$ cat src/rtl/uart_tx_arbiter.sv
// rtl/uart_tx_arbiter.sv - four-requester arbiter feeding one UART transmitter.
// Define UART_ARB_FIXED_PRI_EN for fixed priority (req[0] highest); default is round-robin.
module uart_tx_arbiter #(
  parameter int NUM_REQ = 4,
  parameter int DATA_W  = 8
) (
  input  logic                      clk,
  input  logic                      reset,
  input  logic [NUM_REQ-1:0]        req,
  input  logic [NUM_REQ*DATA_W-1:0] req_data,
  input  logic [NUM_REQ-1:0]        req_psel,
  output logic [NUM_REQ-1:0]        ack,
  output logic                      uart_send,
  output logic [DATA_W-1:0]         uart_d_in,
  output logic                      uart_p_sel,
  input  logic                      uart_busy,
  output logic [1:0]                grant_id,
  output logic                      active,
  output logic                      start_err
);

  typedef enum logic [1:0] {
    IDLE      = 2'd0,
    SEND      = 2'd1,
    WAIT_BUSY = 2'd2,
    WAIT_IDLE = 2'd3
  } state_t;

  state_t     state;
  state_t     state_nxt;
  logic [2:0] wb_cnt;
  logic       wb_timeout;
  logic [1:0] win_id;
  logic       win_vld;

`ifndef UART_ARB_FIXED_PRI_EN
  logic [1:0] last_grant;
  logic [1:0] cand;
`endif

  // Winner selection; the last hit in the loop carries the highest priority.
  always_comb begin
    win_id  = 2'd0;
    win_vld = 1'b0;
`ifdef UART_ARB_FIXED_PRI_EN
    for (int i = NUM_REQ - 1; i >= 0; i--) begin
      if (req[i]) begin
        win_id  = 2'(i);
        win_vld = 1'b1;
      end
    end
`else
    cand = 2'd0;
    for (int k = NUM_REQ; k >= 1; k--) begin
      cand = last_grant + 2'(k);
      if (req[cand]) begin
        win_id  = cand;
        win_vld = 1'b1;
      end
    end
`endif
  end

  assign wb_timeout = (state == WAIT_BUSY) && !uart_busy && (wb_cnt == 3'd7);

  always_ff @(posedge clk or posedge reset) begin
    if (reset) begin
      state <= IDLE;
    end else begin
      state <= state_nxt;
    end
  end

  always_comb begin
    state_nxt = state;
    uart_send = 1'b0;
    ack       = '0;
    active    = 1'b1;
    case (state)
      IDLE: begin
        active = 1'b0;
        if (win_vld) state_nxt = SEND;
      end
      SEND: begin
        uart_send     = 1'b1;
        ack[grant_id] = 1'b1;
        state_nxt     = WAIT_BUSY;
      end
      WAIT_BUSY: begin
        if (uart_busy)       state_nxt = WAIT_IDLE;
        else if (wb_timeout) state_nxt = IDLE;
      end
      WAIT_IDLE: begin
        if (!uart_busy) state_nxt = IDLE;
      end
      default: state_nxt = IDLE;
    endcase
  end

  // Latched byte/parity stay put until the next grant, even across a timeout.
  always_ff @(posedge clk or posedge reset) begin
    if (reset) begin
      uart_d_in  <= '0;
      uart_p_sel <= 1'b0;
      grant_id   <= 2'd0;
      start_err  <= 1'b0;
      wb_cnt     <= 3'd0;
`ifndef UART_ARB_FIXED_PRI_EN
      last_grant <= 2'd3;
`endif
    end else begin
      start_err <= 1'b0;
      case (state)
        IDLE: begin
          if (win_vld) begin
            uart_d_in  <= req_data[win_id*DATA_W +: DATA_W];
            uart_p_sel <= req_psel[win_id];
            grant_id   <= win_id;
          end
        end
        SEND: wb_cnt <= 3'd0;
        WAIT_BUSY: begin
          if (!uart_busy) begin
            if (wb_timeout) begin
              start_err <= 1'b1;
`ifndef UART_ARB_FIXED_PRI_EN
              last_grant <= grant_id;
`endif
            end else begin
              wb_cnt <= wb_cnt + 3'd1;
            end
          end
        end
        WAIT_IDLE: begin
`ifndef UART_ARB_FIXED_PRI_EN
          if (!uart_busy) last_grant <= grant_id;
`endif
        end
        default: ;
      endcase
    end
  end

endmodule

$ cat config.mk
export PLATFORM = sky130hd
export DESIGN_NAME = uart_tx_arbiter
export DESIGN_NICKNAME = d
export VERILOG_FILES = /design/src/rtl/uart_tx_arbiter.sv
export SDC_FILE = /design/constraint.sdc
export NUM_CORES = 1
export LEC_CHECK = 0
export CELL_PAD_IN_SITES_DETAIL_PLACEMENT = 1
export CELL_PAD_IN_SITES_GLOBAL_PLACEMENT = 1
export CORE_UTILIZATION = 44
export CTS_CLUSTER_SIZE = 8
export DETAILED_ROUTE_END_ITERATION = 12
export DONT_BUFFER_PORTS = 1
export PLACE_DENSITY = 0.74
export SYNTH_ARGS = -nofsm -noshare
export SYNTH_HDL_FRONTEND = slang
export SYNTH_SLANG_ARGS = --single-unit
$ cat constraint.sdc
create_clock -name clk -period 2.45 [get_ports clk]
set_input_delay 0.245 -clock clk [delete_from_list [all_inputs] [get_ports clk]]
set_output_delay 0.245 -clock clk [all_outputs]
set_load 0.01 [all_outputs]
==> Word-level counts from Yosys, hierarchy flattened <==
Index checks and enable logic that the tools add are counted.
{ "word_totals": {"reg_bits": 19, "in_bits": 43, "out_inout_bits": 18, "elab_cells": 78} }
{ "op_classes": {"addsub": 4, "order_cmp": 7, "eq_ne": 10, "shift": 1, "n_mux": 38, "n_reduce_logical": 11} }
{ "ops": {"columns": ["cell", "count"], "rows": [
  ["$shiftx A32 B6 Y8", 1],
  ["$mux W2", 11],
  ["$lt A2 B3 Y1 const B", 6],
  ["$mux W1", 15],
  ["$bmux W1 S2", 5],
  ["$ne A2 B2 Y1 const B", 5],
  ["$pmux W2 S4", 1],
  ["$mux W3", 2],
  ["$pmux W3 S2", 1],
  ["$reduce_and A3 Y1", 2],
  ["$add A2 B2 Y2 const B", 2],
  ["$eq A2 B2 Y1 const B", 2],
  ["$mux W4", 1],
  ["$pmux W2 S2", 1],
  ["$reduce_and A4 Y1", 1],
  ["$reduce_bool A2 Y1", 2],
  ["$add A3 B1 Y3 const B", 1],
  ["$eq A3 B3 Y1 const B", 1],
  ["$logic_and A1 B1 Y1", 3],
  ["$ne A3 B3 Y1 const B", 1],
  ["$add A2 B1 Y2 const B", 1],
  ["$demux W1 S2", 1],
  ["$eq A2 B1 Y1 const B", 1],
  ["$ge A2 B1 Y1 const B", 1],
  ["3 further kinds", 3]
]} }

==> Depth between registers and ports, before layout <==
{ "depth": {"depth_word": 8, "mapped_depth": 7, "mapped_depth_nobuf": 5} }

==> Worst setup path before layout <==
No wires, ideal clock.
{ "synth_path": {"path_kind": "register to register", "startpoint": "register last_grant[1]", "endpoint": "register uart_d_in[7]", "setup_ps": 142, "arrival_ps": 1575, "t_required_ps": 2308, "setup_slack_ps": 732, "path_stages_with_launch": 8, "n_path_buf": 2, "period_less_slack_ps": 1718, "cell_sequence": "dfstp_2 > nand2b_1 > a21oi_1 > a311oi_2 > buf_6 > buf_12 > mux2i_1 > o221ai_1"} }
{ "synth_between": {"elab_chain_cells": 7, "word_cells_on_any_way": 21, "classes_between": "3 x add/sub; 1 x shift; 16 x mux; 1 x reduce/logical"} }
{ "synth_rtl": {"columns": ["item", "line_no", "source"], "rows": [
  ["start: declaration", "37", "logic [1:0] last_grant;"],
  ["start signal: assignment", "127", "last_grant <= grant_id;"],
  ["start signal: assignment", "136", "if (!uart_busy) last_grant <= grant_id;"],
  ["$add A2 B2 Y2 or $bmux W1 S2 (tied branches)", "55, 56", null],
  ["$bmux W1 S2 or $mux W1 (tied branches)", "56", "if (req[cand]) begin"],
  ["$mux W1 (implied by the code) or $mux W2 (tied branches)", "56", null],
  ["$mux W2 or $mux W1 (tied branches) (3 in series)", "56", null],
  ["$shiftx A32 B6 Y8 or $reduce_and A2 Y1 (tied branches)", null, null],
  ["end signal: assignment", "116", "uart_d_in <= req_data[win_id*DATA_W +: DATA_W];"],
  ["end: declaration", "14", "output logic [DATA_W-1:0] uart_d_in,"]
]} }
Several ways; a longest one is shown, not always the timed one. The select of a mux whose other input is x is not followed.
A chain may end at the register's enable or synchronous reset.

==> Worst setup path in the final report <==
{ "layout_path": {"startpoint": "register state[1]", "endpoint": "register uart_d_in[6]"} }
{ "layout_between": {"elab_chain_cells": 2} }
{ "layout_rtl": {"columns": ["item", "line_no", "source"], "rows": [
  ["start: declaration", "29", "state_t state;"],
  ["start signal: assignment", "70", "state <= state_nxt;"],
  ["$logic_not A2 Y1", "113", "case (state)"],
  ["$reduce_and A2 Y1 (no source line)", null, null]
]} }
No other way between the ends.

==> flow_summary.ini <==
[run_status]
outcome = complete, no violations

[timing]
layout_min_cycle_time_ns = 1.96
finalSetupViolCount = 0
max_clock_freq_mhz = 510
period_share_pct = 80.0
max_slew_margin_pct = 51.9
unrepaired_setup_endpoints_after_global_routing = false
timing.clock.skew_ns = 0.00119
hold_viol = 0
slew_viol_final = 0
tightestPinTransition_ns = 0.721
setup_total_negative_slack_ns = 0

[global_routing]
grt_max_degree = 20
grt_antenna_before_repair = 0
first_global_vias = 898
gr-total-overflow = 0
track_usage_pct = 20.7
first_pass_grt_wire_length_um = 4110

[cts]
tritoncts.num_buffers = 3
cts.sink_count = 19
clock_insertion_delay_worst_skew_ns = 0.29
postCtsResizedCells = 0
cts.reportedPaths.clkPinSlew_ns = 0.11
cts_root_buffer_type = clkbuf_4
cts_h_tree_depth = 1
cts_tree = built
cts_buffer_depth = 2

[drt]
detail_route.iter0.violations = 7
dr.pass1.iters = 3
drc_errors = 0
vias = 911
avgViaCountPerCell = 6.16
routed_wl_um = 2580
ant_nets = 0
wl_per_cell_um = 17.5

[setup_path]
worst-endpoint-required_ns = 2.66
cp-start-kind = flip-flop
timing_worst_setup_path_type = reg -> reg
cp_data_arrival_time_ns = 2.17
setup.worst_path.end_class = flip-flop
timing.critical_path.fanout_max = 15

[final_layout]
area_growth_syn_to_layout_pct = 5.00
drive_gt1_share_pct = 10.2
insertedDiodeCount = 0
finalNetCount = 164

[pwr]
fin_total_pwr_mw = 1.43
power.sequential.fraction_pct = 46.5
power.ir.vdd_worst_mv = 0.620
proportion_of_power_drawn_by_the_clock_network_pct = 11.0
power.static_leakage_nw = 0.561
power_density_over_the_cells_mw_per_mm2 = 1180
power.share.switching_pct = 43.7
share_comb_of_total_power_pct = 42.5
power.switching_uw = 623
internal_power_uw = 803

[die]
initial_core_util_pct = 46.5
die_y_um = 53.2
floorplan.die_area_mm2 = 0.00282
core_mm2 = 0.00248
design.portCount = 61
num_rows = 18
dieWidth_um = 53.2

[place]
io_buffers = 0
gpl.final_weighted_congestion = 0.687
dpl.hpwl_um = 1950

[logic_synthesis]
syn_avg_cell_area_um2 = 9.84
synth.area.top_cells = dfrtp_1 (37%), mux2i_1 (17%), nand2_1 (6.8%), o221ai_1 (6.8%), dfstp_2 (4.6%)
yosysUniqueCellTypes = 30
yosysTopAreaCellShare_pct = 37.0
syn_inst = 117
synth_enable_flop_cells = 0
async_reset_ff_share_pct = 100
synth-warning-count = 0
ys_seq_area_share_pct = 41.5
synth.ff_latch_count = 19
ys.flop_type = dfrtp_1
syn_nets = 162
synthesis.area_mm2 = 0.00115
synth_area_leader_cell = dfrtp_1

[min_path]
hp-class = in -> reg

[flow_run]
max_cap_violations = 0
==> final cells by class <==
type | count | area (µm²)
inverters | 3 | 11.3
multi-input cells | 89 | 627
clock inverters | 1 | 5.00
fillers | 296 | 1270
repair buffers | 3 | 27.5
flip-flops and latches | 19 | 478
clock buffers | 3 | 22.5
well taps | 30 | 37.5
==> per-layer routing <==
layer | GRT usage, % | wire [µm] | vias up
met5 | 0 | 0 | -
met4 | 7.89 | 34 | 0
met3 | 3.16 | 145 | 4
met1 | 26.9 | 1120 | 447
met2 | 34.2 | 1290 | 33
li1 | - | - | 427
==> critical path: stages, from the launching register on <==
cell,delay (ns)
dfrtp_1,0.51
or2_1,0.33
a21o_1,0.34
nand2b_1,0.40
o221ai_1,0.29
==> power by group through the flow <==
stage | registers, mW | clock network [mW] | logic, mW
2_1_floorplan | 0.606 | 0 | 0.567
3_3_place_gp | 0.664 | 0 | 0.584
3_5_place_dp | 0.672 | 0 | 0.619
4_1_cts | 0.666 | 0.164 | 0.622
5_1_grt | 0.690 | 0.179 | 0.690
6_report | 0.663 | 0.156 | 0.607
==> sequential cells by signal (all words and copies together) (netlist names) <==
name / cells
grant_id: 2
last_grant: 2
start_err: 1
state: 2
uart_d_in: 8
uart_p_sel: 1
wb_cnt: 3
==> what timing repair did <==
| item | 4_1_cts | 5_1_grt |
|---|---|---|
| setup buffers | 0 | 0 |
| hold endpoints to repair | 18 | 0 |
| hold buffers | 2 | 0 |
==> path summary, 6_finish.rpt <==
kind	slack, ns	to	cells after the start	startpoint
worst max-delay path	0.49	uart_d_in[6]	4	state[1]
worst max register to register	0.49	uart_d_in[6]	4	state[1]
worst min register to register	0.54	wb_cnt[1]	2	wb_cnt[1]
max in group asynchronous	1.50	grant_id[1]	2	reset
worst min-delay path	0.07	state[0]	2	uart_busy
min in group asynchronous	0.50	uart_d_in[4]	2	reset
==> cells in the mapped netlist (2+ instances only) <==
cell type and number:
a21oi_1 2, a31oi_1 2, clkbuf_1 4, dfrtp_1 17
dfstp_2 2, ha_1 2, inv_1 3, mux2_2 2
mux2i_1 19, nand2_1 21, nand2b_1 3, nor2_1 6
nor2b_1 3, nor3_1 2, o21ai_0 5, o21ai_1 2
o221ai_1 9
==> cells by family after synthesis <==
| logic type | count (synthesis) | synth area share (%) |
|---|---|---|
| DFF | 19 | 41.5 |
| adders and majority gates | 2 | 2.17 |
| muxes | 21 | 18.5 |
| AOI/OAI and AO/OA | 25 | 16.0 |
| and+or+nand+nor | 41 | 16.8 |
| buffers and inverters | 9 | 5.00 |
==> cell usage in the layout, fill, tap and decap left out, types with 2 or more instances in the layout <==
| master | count |
|---|---|
| inv_1 | 3 |
| dfstp_2 | 2 |
| nand2b_1 | 3 |
| clkbuf_4 | 3 |
| ha_1 | 2 |
| a31oi_1 | 2 |
| a21oi_1 | 2 |
| nor2_1 | 6 |
| o21ai_1 | 2 |
| dlygate4sd3_1 | 2 |
| dfrtp_1 | 17 |
| mux2i_1 | 19 |
| o21ai_0 | 5 |
| o221ai_1 | 9 |
| nand2_1 | 21 |
| nor3_1 | 2 |
| nor2b_1 | 3 |
| mux2_2 | 2 |
==> per-stage QoR <==
stage / hold slack (ns) / instance area, µm² / setup slack [ns] / cells / utilization (%)
floorplan: 0.195 / 1150 / 0.732 / 117 / -
detailed placement: 0.298 / 1160 / 0.462 / 142 / 46.9
global route: 0.0639 / 1210 / 0.326 / 148 / 48.8
finish: 0.0667 / 1210 / 0.491 / 148 / 48.8
global placement: 0.293 / 1160 / 0.514 / 142 / 46.9
CTS: 0.0600 / 1210 / 0.449 / 148 / 48.8
No activity file was read; power rests on OpenSTA's default activity.
